`config.mk`:
```
export PLATFORM = sky130hd
export DESIGN_NAME = input_packer
export DESIGN_NICKNAME = d
export VERILOG_FILES = /design/src/rtl/input_packer.sv
export SDC_FILE = /design/constraint.sdc
export NUM_CORES = 1
export LEC_CHECK = 0
export BUFFER_PORTS_ARGS = -buffer_cell sky130_fd_sc_hd__buf_2
export CAP_MARGIN = 20
export CORE_MARGIN = 2
export CORE_UTILIZATION = 50
export DETAILED_ROUTE_END_ITERATION = 12
export PLACE_DENSITY = 0.75
export SETUP_SLACK_MARGIN = 0.4
export SLEW_MARGIN = 40
export SYNTH_ARGS = -nofsm -noshare
export SYNTH_HDL_FRONTEND = slang
export SYNTH_SLANG_ARGS = --single-unit
```
`constraint.sdc`:
```
create_clock -name iCLK -period 1.93 [get_ports iCLK]
set_clock_uncertainty 0.2 [all_clocks]
set_input_delay 0 -clock iCLK [delete_from_list [all_inputs] [get_ports iCLK]]
set_output_delay 0 -clock iCLK [all_outputs]
set_load 0.05 [all_outputs]
```
`src/rtl/input_packer.sv`:
```
// input_packer: packs NC serial WV-bit elements into one NC*WV-bit vector.
// An assembly register feeds an output register so input keeps flowing under a one-vector stall.
module input_packer #(
  parameter int NC = 7,
  parameter int WV = 5
) (
  input  logic             iCLK,
  input  logic             iRST,
  input  logic             iValid_AM_Elem,
  output logic             oReady_AM_Elem,
  input  logic [WV-1:0]    iData_AM_Elem,
  input  logic             iLast_AM_Elem,
  output logic             oValid_BM_Input,
  input  logic             iReady_BM_Input,
  output logic [NC*WV-1:0] oData_BM_Input
);

  localparam int CW = $clog2(NC);
  localparam logic [CW-1:0] LastSlot = CW'(NC - 1);

  logic [CW-1:0]    cnt;
  logic [CW-1:0]    cntNext;
  logic [NC*WV-1:0] asmReg;
  logic [NC*WV-1:0] asmNext;
  logic [NC*WV-1:0] outReg;
  logic [NC*WV-1:0] outNext;
  logic             asmFull;
  logic             asmFullNext;
  logic             outValid;
  logic             outValidNext;
  logic             outFree;
  logic             xfer;
  logic             acc;
  logic             done;

  assign outFree = !outValid || iReady_BM_Input;
  assign xfer = asmFull && outFree;
  assign oReady_AM_Elem = !asmFull || outFree;
  assign acc = iValid_AM_Elem && oReady_AM_Elem;
  assign done = (cnt == LastSlot) || iLast_AM_Elem;

  assign oValid_BM_Input = outValid;
  assign oData_BM_Input = outReg;

  // A write to slot 0 starts a fresh vector, so stale upper slots are
  // cleared then; a completing write zero-pads the slots above it.
  always_comb begin
    asmNext = asmReg;
    if (acc) begin
      for (int k = 0; k < NC; k++) begin
        if (CW'(k) == cnt) begin
          asmNext[k*WV +: WV] = iData_AM_Elem;
        end else if (CW'(k) > cnt && (done || cnt == '0)) begin
          asmNext[k*WV +: WV] = '0;
        end
      end
    end
  end

  always_comb begin
    cntNext = cnt;
    asmFullNext = asmFull;
    outNext = outReg;
    outValidNext = outValid;
    if (xfer) begin
      outNext = asmReg;
      outValidNext = 1'b1;
      asmFullNext = 1'b0;
    end else if (outValid && iReady_BM_Input) begin
      outValidNext = 1'b0;
    end
    if (acc) begin
      if (done) begin
        cntNext = '0;
        asmFullNext = 1'b1;
      end else begin
        cntNext = cnt + CW'(1);
      end
    end
  end

  always_ff @(posedge iCLK or negedge iRST) begin
    if (!iRST) begin
      cnt <= '0;
      asmReg <= '0;
      asmFull <= 1'b0;
      outReg <= '0;
      outValid <= 1'b0;
    end else begin
      cnt <= cntNext;
      asmReg <= asmNext;
      asmFull <= asmFullNext;
      outReg <= outNext;
      outValid <= outValidNext;
    end
  end

endmodule

```
# == Word level (Yosys, flattened, before mapping) ==
# Cells that the tools add are included.
# word_totals
out_inout_bits,37
inputBits,10
regBits,75
# classes
add_sub_neg,1
n_reduce_logical,32
eq_ne,7
mux,20
order_cmp,7
# ops
cell,count
2-to-1 mux 5 bit,14
nonzero test 2 bit,8
AND reduction 2 bit,7
logical AND 1 bit,10
equality test 3 bit (first input constant),3
> comparator 3 bit (first input constant),3
equality test 2 x 3 -> 1 bit (first input constant),2
> comparator 1 x 3 -> 1 bit (first input constant),2
> comparator 2 x 3 -> 1 bit (first input constant),2
2-to-1 mux 1 bit,5
logical OR 1 bit,4
adder 3 x 1 -> 3 bit (second input constant),1
equality test 1 x 3 -> 1 bit (first input constant),1
equality test 3 bit (second input constant),1
zero test 3 bit,1
2-to-1 mux 3 bit,1
zero test 1 bit,2

# == Logic depth before layout (Yosys ltp) ==
# Gate-level depths: netlist of run 1.
# logic_depth
depth_word,6
ltp_mapped,7
depth_no_buf,6

# == Worst setup path before layout of run 1 ==
# Ideal clock, no wire load.
# synth_timing
kind,register -> register
start,reg outValid (netlist: oValid_BM_Input)
end,reg asmReg[15]
arrival_ps,1758
synth_period_minus_slack_ps,2082
setup_ps,125
setup_slack_ps,-152
path_stages_with_launch,5
cell_sequence,dfrtp_1 > nand3b_4 > and3_1 > nand2_1 > mux2_2
# synth_between
elab_chain_cells,5
# synth_rtl
element,line_no,source
from (decl),29,logic outValid;
from (signal assigned),94,outValid <= outValidNext;
zero test 1 bit,36,assign outFree = !outValid || iReady_BM_Input;
logical OR 1 bit,36,
logical OR 1 bit,38,assign oReady_AM_Elem = !asmFull || outFree;
via oReady_AM_Elem,10,"output logic oReady_AM_Elem,"
logical AND 1 bit,39,assign acc = iValid_AM_Elem && oReady_AM_Elem;
AND reduction 2 bit (no source line),--,
to (signal assigned),91,asmReg <= asmNext;
to (decl),23,logic [NC*WV-1:0] asmReg;
# The timed path passes the listed nets, and every way through them passes these cells.
# A chain may end at the register's enable or synchronous reset.

# == Final worst setup path of run 1 ==
# layout_timing
start,reg cnt[1]
end,reg asmReg[20]
# layout_between
elab_chain_cells,6
word_cells_on_any_way,10
classes_between,1 x order compare; 2 x eq/ne; 1 x mux; 6 x reduce/logical
# layout_rtl
element,line_no,source
from (decl),21,logic [CW-1:0] cnt;
from (signal assigned),90,cnt <= cntNext;
"parallel branches: the longest is 6 deep, another holds > comparator 3 bit",--,
# Several ways; the timed one is not identified.

==> results of run 1 <==
==> logic make-up (layout without fill, tap and decap cells) <==
family | after synthesis | in the layout | share of synthesized area [%]
flip-flops | 75 | 75 | 62.40
adder cells (fa/ha/maj) | 3 | 3 | 1.248
buffers and inverters | 10 | 92 | 1.955
multiplexers | 40 | 40 | 14.97
AND/OR/NAND/NOR | 54 | 55 | 9.692
AO/OA/AOI/OAI | 41 | 41 | 9.734
==> layer usage <==
metal	vias to the layer above	GRT usage (%)	routed length (µm)
met2	66	36.15	3700
met3	14	5.165	381
met5	-	0	0
met1	1077	31.23	2995
li1	962	-	-
met4	0	12.20	201
==> cells in the mapped netlist, types with 2 or more instances <==
master / number / area, µm²
a22o_1: 20 / 175.2
nor2_1: 5 / 18.77
buf_4: 3 / 22.52
o21ai_0: 8 / 40.04
nand2b_1: 4 / 25.02
nand3_1: 3 / 15.01
and3_1: 3 / 18.77
buf_2: 2 / 10.01
nand2_1: 24 / 90.09
nand4_1: 2 / 12.51
o21ai_1: 8 / 40.04
mux2_2: 40 / 450.4
ha_1: 3 / 37.54
nor3b_1: 5 / 37.54
and2_1: 4 / 25.02
dfrtp_1: 75 / 1877
inv_1: 4 / 15.01
==> worst max-delay path, cell delays in order (launching register included) <==
cell and delay [ns]:
dfrtp_2 0.45, inv_4 0.09, ha_4 0.17, nor2_4 0.05
o22ai_4 0.24, and3_4 0.29, o21ai_1 0.07
==> power groups by stage <==
stage | clock [µW] | combinational, µW | sequential (µW)
CTS | 1120 | 1280 | 1930
floorplan | 0 | 450 | 2360
finish | 1120 | 1380 | 1930
global route | 1190 | 1450 | 1960
global placement | 0 | 1110 | 1940
detailed placement | 0 | 1140 | 1960
==> timing repair <==
action / in CTS / in global routing
pin swaps: 10 / 10
endpoints found under the hold margin: 110 / 0
setup endpoints to repair: 70 / 55
setup buffers: 10 / 5
hold buffers: 9 / 0
resized for setup: 19 / 17
cloned: 1 / 0
==> area by class of cell <==
type	count	area share, %
sequential	75	46.78
multi-input combinational	139	33.84
timing repair buffer	73	12.10
clock buffer	13	4.199
tap	75	2.333
inverter	4	0.4977
clock inverter	2	0.2488
==> flip-flops by register name (all words and copies together), names as in the netlist <==
| register | flops |
|---|---|
| cnt | 3 |
| oValid_BM_Input | 1 |
| oData_BM_Input | 35 |
| asmFull | 1 |
| asmReg | 35 |
==> worst paths after layout <==
check	start	endpoint	slack, ns
setup / recovery	cnt[1]	asmReg[20]	0.27
hold / removal	iRST	oData_BM_Input[0]	0.00002
setup reg to reg	cnt[1]	asmReg[20]	0.27
hold reg to reg	asmReg[32]	asmReg[32]	0.30
max in group asynchronous	iRST	cnt[2]	1.21
min in group iCLK	iLast_AM_Elem	asmReg[22]	0.14
==> metrics by stage <==
step / setup slack (ns) / utilization, % / instance area (µm²)
after global placement: 0.1418 / 58.94 / 3448
final: 0.2662 / 68.76 / 4023
after floorplan: 0.1611 / - / 3151
after detailed placement: -0.0001289 / 58.94 / 3448
after CTS: 0.3097 / 66.83 / 3910
after global routing: 0.2158 / 68.76 / 4023
==> impl_metrics.toml, run 1 <==
[placement]
gp_congestion = 0.8463
dp_cells = 341
place.port_buffers = 46
hpwlAfterDp_um = 4032

[floorplanning]
dieHeight_um = 81.56
fp.dieW_um = 81.56
rows = 28
dieArea_um2 = 6652
io_pins = 47
core_um2 = 5851
start_util_pct = 51.41

[routing]
num_vias = 2119
wl_per_cell_um = 19.10
drtIter0Drc = 158
route.detailed.drc = 0
ant_nets = 0
drt-pass1-iter-count = 4
routed_via_density = 5.562
wl_um = 7279

[sta]
tightest_slew_ns = 0.3863
period_minus_slack_ns = 1.664
rsz0062_at_grt = "true"
hold_ws_ns = 0.00002265
period_share_pct = 86.21
tns_ns = 0
finalSetupViolCount = 0
slew_viol_final = 0
slew_headroom_pct = 74.25
fmax_mhz = 601.0
hold_violations = 0

[logic_synthesis]
ys_ff_latch = 75
syn_nets = 236
syn-instance-count = 223
synth.distinct_cells = 27
synth_edf_count = 0
synth.avg_cell_area_um2 = 13.49
synthFlopType = "dfrtp_1"
ys.warnings.count = 0
synthArstFlopShare_pct = 100.0
yosysSeqAreaShare_pct = 62.40
syn-cell-area_um2 = 3008

[setup_path]
startpoint_type = "register"
r2r_cells = 6
cp_data_required_time_ns = 1.98
worst-setup-path-type = "register to register"
critPathCaptureType = "register"
crit_fanout = 5
worstPathArrival_ns = 1.71

[clocking]
cts_tree = "done"
root_buffer = "clkbuf_8"
htree_levels = 3
clock_latency_ns = 0.35
numCtsBuffers = 9
clock_sinks = 75
path_clk_slew_ns = 0.07
clk_path_buf_depth = 2

[grt]
grt_first_pass_wirelength_um = 11130
grt_max_degree = 76
antenna_found_initial = 0
gr-usage-all-layers_pct = 23.45
grt.overflow.total = 0
grt_pass1_vias = 2152

[power]
leakage_uw = 0.002055
p_clk_share_pct = 25.3
pwr-share-seq_pct = 43.6
swShare_pct = 35.66
p_int_uw = 2850
power_density_nw_per_um2 = 1101
peakVddDrop_mv = 0.7144
combPwrFrac_pct = 31.1
switchingPower_uw = 1580
totalPowerFinal_uw = 4430

[cells_and_area]
drive_above_1_share_pct = 50.65
multiInputGateArea_um2 = 1361
finalNonFillerCells = 381
antennaDiodeCount = 0
seq_area_um2 = 1882
final_common_cell = "dfrtp_1"
syn_to_final_growth_pct = 33.74
fin_nets = 315
fillers = 382
layout_common_cells = "dfrtp_1 (71), buf_2 (46), nand2_1 (21), mux2_2 (21), a22o_1 (20)"

[run_status]
outcome = "finished, final reports clean"

[run]
cap_violations = 0

[min_path]
holdCritPathClass = "input port to asynchronous set/reset pin"
No activity file was read; power rests on OpenSTA's default activity.
==> inputs of run 2 (changes only) <==
Settings changed: CELL_PAD_IN_SITES_DETAIL_PLACEMENT set to 1, CELL_PAD_IN_SITES_GLOBAL_PLACEMENT set to 1, CORE_UTILIZATION 50 to 41, PLACE_DENSITY 0.75 to not set, PLACE_DENSITY_LB_ADDON set to 0.1.
==> run 2 against run 1 <==
Net effect: sequential power about the same; via count decreased by 3.2%; routed wire length decreased by 1.8%; die area increased by 21%; count of clock-buffer cells in the layout decreased by 1; clock power decreased by 8%; hold slack improved by 0.011 ns; sequential share of layout area increased by 0.56 points; critical path depth decreased by 1; critical path type unchanged; critical endpoint is now asmReg[0]; highest routed layer unchanged.
==> impl_metrics.toml, run 2 (same netlist as run 1, synthesis figures left out) <==
[run]
cap_violations = 0

[cells_and_area]
layout_common_cells = "dfrtp_1 (72), buf_2 (46), nand2_1 (21), mux2_2 (21), a22o_1 (20)"
syn_to_final_growth_pct = 32.24
fin_nets = 313
utilization_pct = 55.43
antennaDiodeCount = 0
final_common_cell = "dfrtp_1"
drive_above_1_share_pct = 47.70
finalNonFillerCells = 403

[routing]
wl_per_cell_um = 17.73
ant_nets = 0
routed_via_density = 5.092
drtIter0Drc = 104
num_vias = 2052
route.detailed.drc = 0
wl_um = 7146
drt-pass1-iter-count = 4

[grt]
grt.overflow.total = 0
grt_pass1_vias = 2075
grt_first_pass_wirelength_um = 11130
grt_max_degree = 76
gr-usage-all-layers_pct = 19.12
antenna_found_initial = 0

[floorplanning]
dieHeight_um = 89.65
start_util_pct = 41.92
dieArea_um2 = 8037
io_pins = 47
rows = 31
core_um2 = 7176
fp.dieW_um = 89.65

[sta]
finalSetupViolCount = 0
tns_ns = 0
slew_headroom_pct = 69.80
postLayoutSetupSlackWorst_ns = 0.2371
period_share_pct = 87.71
hold_violations = 0
tightest_slew_ns = 0.4499
slew_viol_final = 0
hold_ws_ns = 0.01056
period_minus_slack_ns = 1.693
rsz0062_at_grt = "true"
fmax_mhz = 590.7

[setup_path]
r2r_cells = 5
crit_path_end = "asmReg[0]"
worst-setup-path-type = "register to register"
worstPathArrival_ns = 1.77
startpoint = "cnt[1]"
rr_startpoint = "cnt[1]"
worstReg2RegEnd = "asmReg[0]"
critPathCaptureType = "register"
startpoint_type = "register"
crit_fanout = 5
cp_data_required_time_ns = 2.01
reg2reg_slack_ns = 0.24

[clocking]
path_clk_slew_ns = 0.07
numCtsBuffers = 9
clock_sinks = 75
root_buffer = "clkbuf_8"
clock_latency_ns = 0.34
clk_path_buf_depth = 2
cts_tree = "done"
htree_levels = 3

[power]
peakVddDrop_mv = 0.6199
leakage_uw = 0.002025
power_density_nw_per_um2 = 1073

[run_status]
outcome = "finished, final reports clean"

[min_path]
holdCritPathClass = "input port to asynchronous set/reset pin"

[placement]
place_ws_ns = 0.04828
gp_congestion = 0.7687
dp_cells = 365
hpwlAfterDp_um = 4259
place.port_buffers = 46
[run 2: worst max-delay path, stage by stage, from the launching register on]
cell and delay [ns]:
dfrtp_1 0.46, inv_2 0.09, buf_4 0.15, and3_1 0.15
o21ai_1 0.37, a22o_1 0.20
[run 2: stage by stage]
step,instance area [µm²],power (µW)
after global placement,3478,3075
after detailed placement,3478,3101
final,3978,4269
after global routing,3978,4488
after CTS,3867,4243
after floorplan,3151,2812
[run 2: repair_timing]
item | in CTS | in global routing
pin swaps | 10 | 8
buffers inserted | 7 | 5
gates resized for setup | 14 | 13
hold buffers | 9 | 0
gates cloned | 1 | 1
endpoints found under the hold margin | 110 | 0
setup endpoints to repair | 70 | 73
[run 2: worst min path at each step]
stage               startpoint                 end  slack, ns
floorplan                 iRST             asmFull      -0.50
global placement          iRST  oData_BM_Input[10]      -0.14
detailed placement        iRST  oData_BM_Input[14]      -0.14
CTS                       iRST  oData_BM_Input[14]       0.03
global route              iRST  oData_BM_Input[14]       0.02
finish                    iRST  oData_BM_Input[14]       0.01
[run 2: final cells by class]
cell class	instances	area, µm²
fill	759	3198
sequential	75	1883
multi-input combinational	140	1330
timing repair buffer	70	465.4
clock buffer	12	145.1
tap	99	123.9
clock inverter	3	15.01
inverter	4	15.01
[run 2: where the power goes]
group | switching [µW] | internal (µW) | total (µW)
registers | 135 | 1790 | 1930
logic | 846 | 467 | 1310
clock network | 538 | 489 | 1030
total | 1520 | 2750 | 4270
[run 2: routing by layer]
| layer | global-route usage, % | vias to the layer above | wire length, µm |
|---|---|---|---|
| li1 | - | 956 | - |
| met1 | 27.14 | 1042 | 3488 |
| met2 | 28.07 | 43 | 3307 |
| met3 | 4.113 | 11 | 218 |
| met4 | 8.820 | 0 | 131 |
| met5 | 0 | - | 0 |
==> inputs of run 3 (changes only) <==
Settings changed: CORE_UTILIZATION 41 to 45.
Clock period 1.93 ns to 1.6 ns, I/O delays scaled along.
==> run 3 against run 2 <==
Net effect: the run now ends with hold timing, setup timing left; die area down 8.5%; sequential share of layout area down 5.2 points; hold slack worse by 0.19 ns; global-route usage up 5.1 points; clock power up 47%; maximum frequency down 2.9%; first-iteration DRC count down 7.7%; count of clock-buffer cells in the layout unchanged; non-clock buffer count up 25; routed wire length up 16%; critical path type unchanged; largest cell class unchanged; largest power group unchanged.
==> impl_metrics.toml, run 3 (same netlist as run 1, synthesis figures left out) <==
[placement]
dp_cells = 357
gp_congestion = 0.8027
place.port_buffers = 46
dpl_cell_area_um2 = 3598
hpwlAfterDp_um = 4554

[routing]
drtIter0Drc = 96
wl_um = 8269
drt-pass1-iter-count = 6
wl_met1_um = 3633
ant_nets = 0
top_layer_used = "met4"
wl_per_cell_um = 20.42
route.detailed.drc = 0
routed_via_density = 5.388
num_vias = 2182
dr_wl_met3_um = 297
wl_met2_um = 4243

[grt]
grt.overflow.total = 0
grt_first_pass_wirelength_um = 13360
gr-usage-all-layers_pct = 24.27
grt_pass1_vias = 2480
grt_max_degree = 76
antenna_found_initial = 0

[min_path]
holdPathStages = 3
min_to = "asmFull"
holdCritPathClass = "input port to register"
min_from = "iReady_BM_Input"

[setup_path]
worstPathArrival_ns = 1.78
startpoint_type = "register"
path_cells = "buf_6, ha_4, a21oi_4, nand3_2, nand2_4, mux2_4"
reg2reg_slack_ns = -0.14
cp_data_required_time_ns = 1.64
cp_top_family = "flip-flops"
slowest_stage = "dfrtp_1"
cp.depth = 6
slowest_delay_ns = 0.43
crit_buf_inv = 1
critPathCaptureType = "register"
worstReg2RegEnd = "asmReg[17]"
crit_fanout = 5
rr_startpoint = "cnt[1]"
worst-setup-path-type = "register to register"
r2r_cells = 6

[sta]
period_share_pct = 109.0
period_minus_slack_ns = 1.744
hold_violations = 13
slew_headroom_pct = 72.99
tightest_slew_ns = 0.4052
finalSetupViolCount = 37
fmax_mhz = 573.5
postLayoutSetupSlackWorst_ns = -0.1438
slew_viol_final = 0
hold_ws_ns = -0.1784
rsz0062_at_grt = "true"

[power]
peakVddDrop_mv = 1.241
power_density_nw_per_um2 = 1292
combPwrFrac_pct = 33.1
p_int_uw = 3777
pwr-share-seq_pct = 40.7
leakage_uw = 0.002280
p_clk_share_pct = 26.2
swShare_pct = 34.39
switchingPower_uw = 1980

[cells_and_area]
fin_nets = 336
final_common_cell = "dfrtp_1"
drive_above_1_share_pct = 54.88
utilization_pct = 69.39
antennaDiodeCount = 0
finalNonFillerCells = 405
syn_to_final_growth_pct = 48.17
layout_common_cells = "dfrtp_1 (73), mux2_4 (29), clkbuf_4 (23)"
finalInstanceArea_um2 = 4457

[clocking]
path_clk_slew_ns = 0.07
htree_levels = 3
clock_latency_ns = 0.36
numCtsBuffers = 9
clock_sinks = 75
clk_path_buf_depth = 2
hold_buffers = 8
cts_tree = "done"
root_buffer = "clkbuf_8"

[floorplanning]
core_um2 = 6422
dieArea_um2 = 7354
start_util_pct = 46.83
dieHeight_um = 85.76
rows = 29
fp.dieW_um = 85.76
io_pins = 47

[run]
cap_violations = 0

[run_status]
failed_checks = "hold timing, setup timing"
outcome = "finished, violations left"
[run 3: cell types whose count changed in the layout (fill, tap and decap cells not counted), sizes merged]
cell and delta:
buf +3, bufinv +1, clkbuf +23, dlygate4sd3 -1
nand2 -2
[run 3: layout make-up]
type	instances	area, µm²
Sequential cell	75	1879
Timing Repair Buffer	95	917.1
Clock inverter	4	48.80
Fill cell	585	1966
Tap cell	77	96.34
Clock buffer	12	155.1
Inverter	4	15.01
Multi-Input combinational cell	138	1345
[run 3: power by group through the flow]
stage	registers [µW]	clock network [µW]	logic (µW)
final	2340	1510	1910
after detailed placement	2350	0	1490
after global routing	2370	1620	2000
after CTS	2330	1530	1790
after global placement	2340	0	1460
after floorplan	2850	0	551
[run 3: how the worst max path moves through the flow]
stage,startpoint,end
finish,cnt[1],asmReg[17]
global route,cnt[0],asmReg[27]
CTS,cnt[1],asmReg[17]
detailed placement,cnt[1],asmReg[27]
global placement,cnt[1],asmReg[29]
floorplan,oValid_BM_Input,asmReg[15]
[run 3: metal layers]
layer	vias to the layer above	track usage, %
met3	9	6.545
met5	-	0
met1	1125	31.51
li1	1001	-
met2	47	39.84
met4	0	7.792
[run 3: repair_timing]
action / 4_1_cts / 5_1_grt
resized for setup: 54 / 40
hold endpoints to repair: 108 / 2
setup buffers: 15 / 3
gates cloned: 6 / 0
setup endpoints to repair: 78 / 100
pin swaps: 8 / 3
[run 3: worst min-delay path: cells and delay by family]
family          cells  cell delay [ns]
compound gates      1             0.08
simple gates        1             0.15
buf+inv             1             0.09
[run 3: metrics by stage]
step	hold WS [ns]	worst slack [ns]	setup TNS, ns	total power, µW
6_report	-0.1784	-0.1438	-2.611	5757
4_1_cts	-0.1877	-0.1141	-1.566	5646
2_1_floorplan	-0.4956	-0.1689	-3.982	3402
5_1_grt	-0.1742	-0.1804	-4.484	6002
3_3_place_gp	-0.1338	-0.08441	-0.5089	3797
3_5_place_dp	-0.1312	-0.1858	-2.575	3844
